===== src/rtl/switch_pkg.sv =====
// switch_pkg: widths and timing constants shared by the switch-conditioning blocks.
package switch_pkg;
    localparam int SWITCH_W = 8;
    localparam int MODE_W = 4;
    localparam int CFG_W = 4;
    localparam int CLK_HZ = 100_000;
    localparam int DEBOUNCE_100KHZ_20MS = CLK_HZ / 50;
endpackage


===== src/rtl/switch_debouncer_if.sv =====
// switch_debouncer_if: raw switch levels in, debounced levels and edge pulses out.
interface switch_debouncer_if import switch_pkg::*; #(
    parameter int WIDTH = SWITCH_W
);
    logic [WIDTH-1:0] sw_raw;
    logic [WIDTH-1:0] sw_stable;
    logic [WIDTH-1:0] sw_rise;
    logic [WIDTH-1:0] sw_fall;
    logic [WIDTH-1:0] sw_toggle;
    logic sw_any_change;
    modport master (output sw_raw, input sw_stable, sw_rise, sw_fall, sw_any_change, sw_toggle);
    modport slave (input sw_raw, output sw_stable, sw_rise, sw_fall, sw_any_change, sw_toggle);
endinterface


===== src/rtl/debounce_bit.sv =====
// debounce_bit: 2-flop synchronizer, persistence counter, stable level and edge pulses for one switch.
module debounce_bit import switch_pkg::*; #(
    parameter int DEBOUNCE_CYCLES = DEBOUNCE_100KHZ_20MS,
    localparam int CNT_W = $clog2(DEBOUNCE_CYCLES + 1)
) (
    input  logic clk,
    input  logic rstn,
    input  logic raw,
    output logic stable,
    output logic rise,
    output logic fall,
    output logic accept
);
    localparam logic [CNT_W-1:0] LAST = CNT_W'(DEBOUNCE_CYCLES - 1);
    logic s1, s2;
    logic [CNT_W-1:0] cnt;
    // accept marks the edge at which the new level has persisted long enough
    assign accept = (s2 != stable) && (cnt == LAST);
    always_ff @(posedge clk or negedge rstn) begin
        if (!rstn) begin
            s1 <= 1'b0;
            s2 <= 1'b0;
            cnt <= '0;
            stable <= 1'b0;
            rise <= 1'b0;
            fall <= 1'b0;
        end else begin
            s1 <= raw;
            s2 <= s1;
            rise <= accept && s2;
            fall <= accept && !s2;
            stable <= accept ? s2 : stable;
            cnt <= (s2 == stable || accept) ? '0 : cnt + 1'b1;
        end
    end
endmodule


===== src/rtl/switch_debouncer.sv =====
// switch_debouncer: per-bit debounce of a switch group with any-change flag.
// Optional toggle latches on each accepted rise when SWITCH_DEBOUNCER_TOGGLE_EN is defined.
module switch_debouncer import switch_pkg::*; #(
    parameter int WIDTH = SWITCH_W,
    parameter int DEBOUNCE_CYCLES = DEBOUNCE_100KHZ_20MS
) (
    input logic clk,
    input logic rstn,
    switch_debouncer_if.slave bus
);
    logic [WIDTH-1:0] accept;
    for (genvar i = 0; i < WIDTH; i++) begin : g_bit
        debounce_bit #(.DEBOUNCE_CYCLES(DEBOUNCE_CYCLES)) u_bit (
            .clk(clk),
            .rstn(rstn),
            .raw(bus.sw_raw[i]),
            .stable(bus.sw_stable[i]),
            .rise(bus.sw_rise[i]),
            .fall(bus.sw_fall[i]),
            .accept(accept[i])
        );
    end
    // registered from the accept strobes so it lines up with the rise/fall pulses
    always_ff @(posedge clk or negedge rstn) begin
        if (!rstn) bus.sw_any_change <= 1'b0;
        else bus.sw_any_change <= |accept;
    end
`ifdef SWITCH_DEBOUNCER_TOGGLE_EN
    always_ff @(posedge clk or negedge rstn) begin
        if (!rstn) bus.sw_toggle <= '0;
        else bus.sw_toggle <= bus.sw_toggle ^ bus.sw_rise;
    end
`else
    assign bus.sw_toggle = '0;
`endif
endmodule

===== src/flat_wrapper.sv =====
// flat-port wrapper written by rule: the top's interface ports become plain ports
module switch_debouncer_flat import switch_pkg::*;
#(
    parameter int WIDTH = SWITCH_W,
    parameter int DEBOUNCE_CYCLES = DEBOUNCE_100KHZ_20MS
)
  (clk, rstn, bus_sw_raw, bus_sw_stable, bus_sw_rise, bus_sw_fall, bus_sw_any_change, bus_sw_toggle);
  switch_debouncer_if #(.WIDTH(WIDTH)) bus_i ();
  input logic clk;
  input logic rstn;
  input wire logic [$bits(bus_i.sw_raw)-1:0] bus_sw_raw;
  output wire logic [$bits(bus_i.sw_stable)-1:0] bus_sw_stable;
  output wire logic [$bits(bus_i.sw_rise)-1:0] bus_sw_rise;
  output wire logic [$bits(bus_i.sw_fall)-1:0] bus_sw_fall;
  output wire logic [$bits(bus_i.sw_any_change)-1:0] bus_sw_any_change;
  output wire logic [$bits(bus_i.sw_toggle)-1:0] bus_sw_toggle;
  assign bus_i.sw_raw = bus_sw_raw;
  assign bus_sw_stable = bus_i.sw_stable;
  assign bus_sw_rise = bus_i.sw_rise;
  assign bus_sw_fall = bus_i.sw_fall;
  assign bus_sw_any_change = bus_i.sw_any_change;
  assign bus_sw_toggle = bus_i.sw_toggle;
  switch_debouncer #(.WIDTH(WIDTH), .DEBOUNCE_CYCLES(DEBOUNCE_CYCLES)) u_core (.clk(clk), .rstn(rstn), .bus(bus_i));
endmodule

===== config.mk =====
export PLATFORM = sky130hd
export DESIGN_NAME = switch_debouncer_flat
export DESIGN_NICKNAME = d
export VERILOG_FILES = /design/src/rtl/switch_pkg.sv /design/src/rtl/switch_debouncer_if.sv /design/src/rtl/debounce_bit.sv /design/src/rtl/switch_debouncer.sv /design/src/flat_wrapper.sv
export SDC_FILE = /design/constraint.sdc
export NUM_CORES = 1
export LEC_CHECK = 0
export CAP_MARGIN = 30
export CORE_ASPECT_RATIO = 0.9
export CORE_MARGIN = 4
export CORE_UTILIZATION = 53
export CTS_CLUSTER_DIAMETER = 150
export CTS_CLUSTER_SIZE = 30
export DETAILED_ROUTE_END_ITERATION = 12
export PLACE_DENSITY = 0.81
export SLEW_MARGIN = 20
export SYNTH_ARGS = -nofsm -noshare
export SYNTH_HDL_FRONTEND = slang
export SYNTH_SLANG_ARGS = --single-unit

===== constraint.sdc =====
create_clock -name clk -period 1.7 [get_ports clk]
set_clock_uncertainty 0.2 [all_clocks]
set_input_delay 0.34 -clock clk [delete_from_list [all_inputs] [get_ports clk]]
set_output_delay 0.34 -clock clk [all_outputs]
set_load 0.005 [all_outputs]

**After elaboration in Yosys (flattened, before gate mapping)**

Index checks and enable logic that the tools add are counted.

- Register bits after elaboration: 129
- Bits of input ports: 10
- Output and inout bits: 33
- Logic and storage cells: 130

- $add $sub $neg: 8
- Equality and inequality tests: 24
- Multiplexer cells: 8
- Reduce and logical (&&, ||, !) cells: 41

Operator list:

| kind | number |
|---|---|
| 11-bit by 1-bit adder with 11-bit output, second input constant | 8 |
| 11-bit == test, second input constant | 8 |
| 11-bit two-way mux | 8 |
| 1-bit logical AND | 24 |
| 1-bit == test | 8 |
| 1-bit logical NOT | 8 |
| 1-bit logical OR | 8 |
| 1-bit != test | 8 |
| 8-bit OR reduction | 1 |

**Logic depth before layout (Yosys ltp)**

- Depth in word-level cells: 4
- Depth in mapped cells: 6

**By module**

From an unflattened synthesis, not the netlist that was laid out.

- Cells, all modules: 597
- Area total of the unflattened synthesis: 6,050.8 µm²

Modules (own cells, without submodules):

| module | times used | cells each | area each (µm²) |
|---|---|---|---|
| debounce_bit | 8 | 73 | 743.2 |
| switch_debouncer | 1 | 13 | 105.1 |

**Worst setup path before layout**

Ideal clock, no wire load.

- Path type: reg2reg
- Start: register u_core.g_bit[6].u_bit.cnt[4]
- End: register u_core.g_bit[6].u_bit.stable
- Setup time: 0.125 ns
- Data arrival time: 1.556 ns
- Required time: 1.375 ns
- Setup slack: -0.181 ns
- Cell stages (with the launch flop): 5
- Buffers on the path: 1
- Cells stage by stage: dfrtp_1 -> or3b_1 -> or3_1 -> buf_2 -> mux2_4

- Word-level cells in the longest chain between the ends: 2

RTL lines:

| what | RTL line | source |
|---|---|---|
| from (decl) | debounce_bit.sv:16 | `logic [CNT_W-1:0] cnt;` |
| from (signal assigned) | debounce_bit.sv:33 | `cnt <= (s2 == stable \|\| accept) ? '0 : cnt + 1'b1;` |
| 11-bit == test | debounce_bit.sv:18 | `assign accept = (s2 != stable) && (cnt == LAST);` |
| 1-bit logical AND | debounce_bit.sv:18 |  |
| to (signal assigned) | debounce_bit.sv:32 | `stable <= accept ? s2 : stable;` |
| to (decl) | debounce_bit.sv:9 | `output logic stable,` |

Every way passes these cells.
A chain may end at the register's enable or synchronous reset.

**Final worst setup path**

- Start: register u_core.g_bit[5].u_bit.cnt[5]
- End: register u_core.bus.sw_any_change

- Word-level cells in the longest chain between the ends: 3

RTL lines:

| what | RTL line | source |
|---|---|---|
| from (decl) | debounce_bit.sv:16 |  |
| from (signal assigned) | debounce_bit.sv:33 |  |
| 11-bit == test | debounce_bit.sv:18 |  |
| 1-bit logical AND | debounce_bit.sv:18 |  |
| 8-bit OR reduction | switch_debouncer.sv:26 | `else bus.sw_any_change <= \|accept;` |
| to (signal assigned) | switch_debouncer.sv:26 |  |
| to (decl) | switch_debouncer_if.sv:12 | `modport slave (input sw_raw, output sw_stable, sw_rise, sw_fall, sw_any_change, sw_toggle);` |

Every way passes these cells.

==> results.txt <==
----------------------------------------------------
[Final layout]
  Leading cell type in the layout, fill and taps excluded ... sky130_fd_sc_hd__buf_4
  Net count, final ... 732
  Multi-input logic area ... 2990 sq um
  Flip-flop and latch area ... 3230 sq um
  Area of all placed cells without fillers ... 8660 sq um
  Filler-free cell count of the finished design ... 855
  Area added between synthesis and finish ... 51.3%
  Share of post-route cells with drive strength above 1 ... 0.428
  Antenna diodes ... 0
  Leading cell types in the layout, fill and taps excluded ... 133 x sky130_fd_sc_hd__buf_4, 128 x sky130_fd_sc_hd__dfrtp_1, 56 x sky130_fd_sc_hd__nor2_1
  Filler cells ... 447

[Placement]
  Total placed cells including tap cells ... 787
  Quantity of I/O buffers inserted on ports ... 34
  DP Area ... 7070 sq um
  Worst slack at placement ... -352 ps
  GPL Wtd Cong ... 0.845
  Post-detailed-placement half-perimeter wirelength ... 8120 microns

[Global routing]
  Maximum number of pins on one net before global-route repair ... 40
  Via count of the first global-routing pass ... 4924
  First-pass GRT wire length ... 23200 microns
  Global route overflow ... 0
  All-Layer GR Usage ... 0.233
  Antenna violations before repair ... 0

[Power]
  Worst supply voltage drop on vdd ... 0.716 mV
  Power after layout ... 7.77 mW
  Leak Pwr ... 3.87 nW
  Fraction of power consumed by the clock network ... 0.519
  Total power per unit cell area ... 896 nW/um^2
  Switching power total ... 1.74 mW
  Proportion of total power due to net switching ... 0.224
  P_int ... 6.03 mW
  Combinational share of power ... 0.068
  Sequential group share of total power ... 0.412

[Floorplan]
  Total Die Area ... 12500 sq um
  Placeable core region ... 10400 sq um
  Floorplan row count ... 35
  Number of I/O pins ... 43
  Die H ... 107 microns
  Initial core utilization ... 0.552
  Horizontal extent of the die ... 118 microns

[Worst setup path]
  Library cell contributing the largest single delay on the critical path ... sky130_fd_sc_hd__or3b_4
  Arrival time reported for the critical path endpoint ... 2010 ps
  Delay of the slowest critical-path stage ... 420 ps
  Sort of element at the start of the critical path ... flip-flop
  Type of destination of the critical path ... flip-flop
  Maximum fanout encountered on the critical timing path ... 2
  Setup CP Type ... reg2reg
  Worst Path Required ... 1830 ps
  Critical path, cell by cell ... or3b_4 > nor4_1 > buf_4 > a2111oi_4 > o2111ai_1
  Kind of cell with the highest combined delay on the critical path ... simple AND/OR/NAND/NOR gates
  Critical path buffers and inverters ... 1

[Route]
  Detailed-route DRC error count ... 0
  Routed via count divided by cell count ... 5.77
  Routed length per placed instance ... 20.8 microns
  Count of antenna-violating nets left after detailed routing ... 0
  Vias after detailed routing ... 4930
  Count of routing violations after the opening detailed-route iteration ... 328
  Count of TritonRoute iterations in the first routing pass ... 5
  Wire length after detailed routing ... 17800 microns

[Synthesis]
  Synthesized area per cell ... 10.7 sq um
  Number of enable-type register cells in the synthesized netlist ... 0
  Post-synthesis cell type count ... 35
  Synthesis Warnings ... 0
  Leading register cell type out of synthesis ... sky130_fd_sc_hd__dfrtp_1
  Synthesized instance count ... 536
  Syn Std Cell Area ... 5730 sq um
  Async SR Flop Fraction ... 1.00
  Area fraction of the dominant cell type after synthesis ... 0.564
  Dominant cell type by area after synthesis ... sky130_fd_sc_hd__dfrtp_1
  Synth Register Bits ... 129
  Ranking of synthesized cells by area ... sky130_fd_sc_hd__dfrtp_1 56%, sky130_fd_sc_hd__xnor2_1 8.7%, sky130_fd_sc_hd__nor2_1 6.6%
  Part of the Yosys area used for sequential elements ... 0.564

[Run status]
  Run status ... complete, but fails checks
  Violations in the final reports ... negative setup slack

[CTS]
  Clock buffers created by TritonCTS ... 17
  Cell at the root of the clock tree ... sky130_fd_sc_hd__clkbuf_16
  Clock network latency to the later pin of the worst-skew pair ... 420 ps
  Clk sink count ... 129
  Max Buffers Root-to-Sink ... 2
  Clock edge transition at the registers on the reported setup and hold paths ... 60 ps
  H-tree levels ... 4
  TritonCTS clock tree ... done

[STA]
  Final setup margin ... -186 ps
  Fmax ... 0.530 GHz
  Minimum clock period after layout ... 1890 ps
  Number of pins exceeding their max-slew limit in the final report ... 0
  Setup repair after global routing missed its margin ... true
  Final hold violations ... 0
  Final critical-path share of the clock period ... 1.11
  Final number of setup-violating endpoints ... 79

[Worst hold path]
  Worst Hold Class ... reg2reg

[Job]
  Maximum Capacitance Violations ... 0

----------------------------------------------------
-- what timing repair did --
item,4_1_cts,5_1_grt
pin swaps,25,56
endpoints found under the setup margin,123,105
hold buffers,1,0
gates resized for setup,73,116
endpoints found under the hold margin,38,0
gates cloned,0,4
setup buffers,22,13
-- state kept, by name (all words and copies together), names as in the netlist --
name                       flops
u_core.g_bit.u_bit.rise        8
u_core.g_bit.u_bit.cnt        88
u_core.g_bit.u_bit.s1          8
u_core.g_bit.u_bit.fall        8
u_core.bus.sw_any_change       1
u_core.g_bit.u_bit.s2          8
u_core.g_bit.u_bit.stable      8
-- path summary, 6_finish.rpt --
path | end | slack (ps) | startpoint | cells after the start
worst max-delay path | u_core.bus.sw_any_change | -190 | u_core.g_bit[5].u_bit.cnt[5] | 5
worst min-delay path | u_core.g_bit[5].u_bit.s2 | 150 | u_core.g_bit[5].u_bit.s1 | 0
worst max register to register | u_core.bus.sw_any_change | -190 | u_core.g_bit[5].u_bit.cnt[5] | 5
worst min register to register | u_core.g_bit[5].u_bit.s2 | 150 | u_core.g_bit[5].u_bit.s1 | 0
max in group asynchronous | u_core.g_bit[2].u_bit.cnt[0] | 540 | rstn | 3
min in group asynchronous | u_core.g_bit[6].u_bit.cnt[9] | 220 | rstn | 2
-- power groups by stage --
stage | clock (mW) | sequential, mW | combinational [mW]
detailed placement | 0 | 3.24 | 0.369
floorplan | 0 | 3.24 | 0.134
global route | 4.21 | 3.21 | 0.568
CTS | 4.02 | 3.19 | 0.417
global placement | 0 | 3.24 | 0.352
finish | 4.03 | 3.20 | 0.529
-- cell families after synthesis --
| group | Yosys count | share of synthesized area |
|---|---|---|
| buffers and inverters | 47 | 0.0526 |
| XOR/XNOR | 76 | 0.116 |
| other | 1 | 0.000655 |
| multiplexers | 11 | 0.0216 |
| adder cells (fa/ha/maj) | 8 | 0.0175 |
| flip-flops | 129 | 0.564 |
| AO/OA/AOI/OAI | 8 | 0.00896 |
| AND/OR/NAND/NOR | 256 | 0.219 |
-- Yosys cell counts, types with 4 or more instances --
| master | instances |
|---|---|
| sky130_fd_sc_hd__xnor2_1 | 57 |
| sky130_fd_sc_hd__nor4_1 | 7 |
| sky130_fd_sc_hd__mux2_2 | 7 |
| sky130_fd_sc_hd__xor2_1 | 19 |
| sky130_fd_sc_hd__or3_1 | 5 |
| sky130_fd_sc_hd__or4_1 | 5 |
| sky130_fd_sc_hd__nand2b_1 | 8 |
| sky130_fd_sc_hd__dfrtp_1 | 129 |
| sky130_fd_sc_hd__buf_4 | 32 |
| sky130_fd_sc_hd__or3b_1 | 4 |
| sky130_fd_sc_hd__nor3b_1 | 16 |
| sky130_fd_sc_hd__ha_1 | 8 |
| sky130_fd_sc_hd__nand2_1 | 34 |
| sky130_fd_sc_hd__nor2_1 | 101 |
| sky130_fd_sc_hd__buf_2 | 4 |
| sky130_fd_sc_hd__nand3_1 | 24 |
| sky130_fd_sc_hd__and3_1 | 7 |
| sky130_fd_sc_hd__nand4_1 | 15 |
| sky130_fd_sc_hd__nor3_1 | 21 |
| sky130_fd_sc_hd__inv_1 | 10 |
-- through the flow --
stage	util	TNS, ps	hold WS (ps)
after floorplan	-	-865	-156
after global placement	0.681	-2470	94.7
after detailed placement	0.681	-5190	97.5
after CTS	0.776	-1090	147
after global routing	0.835	-8810	142
final	0.835	-6260	147
-- area by class of cell --
type	instances	share of cell area
clock inverters	13	0.0243
well taps	129	0.0186
repair buffers	187	0.184
flip-flops and latches	129	0.373
multi-input cells	369	0.345
inverters	10	0.00433
clock buffers	18	0.0507
-- per-layer routing --
metal,GRT usage,part of all wire
met5,0,0
met4,0.114,0.042
met3,0.0448,0.057
met2,0.432,0.54
met1,0.259,0.37
Power figures use the tool's default switching activity.
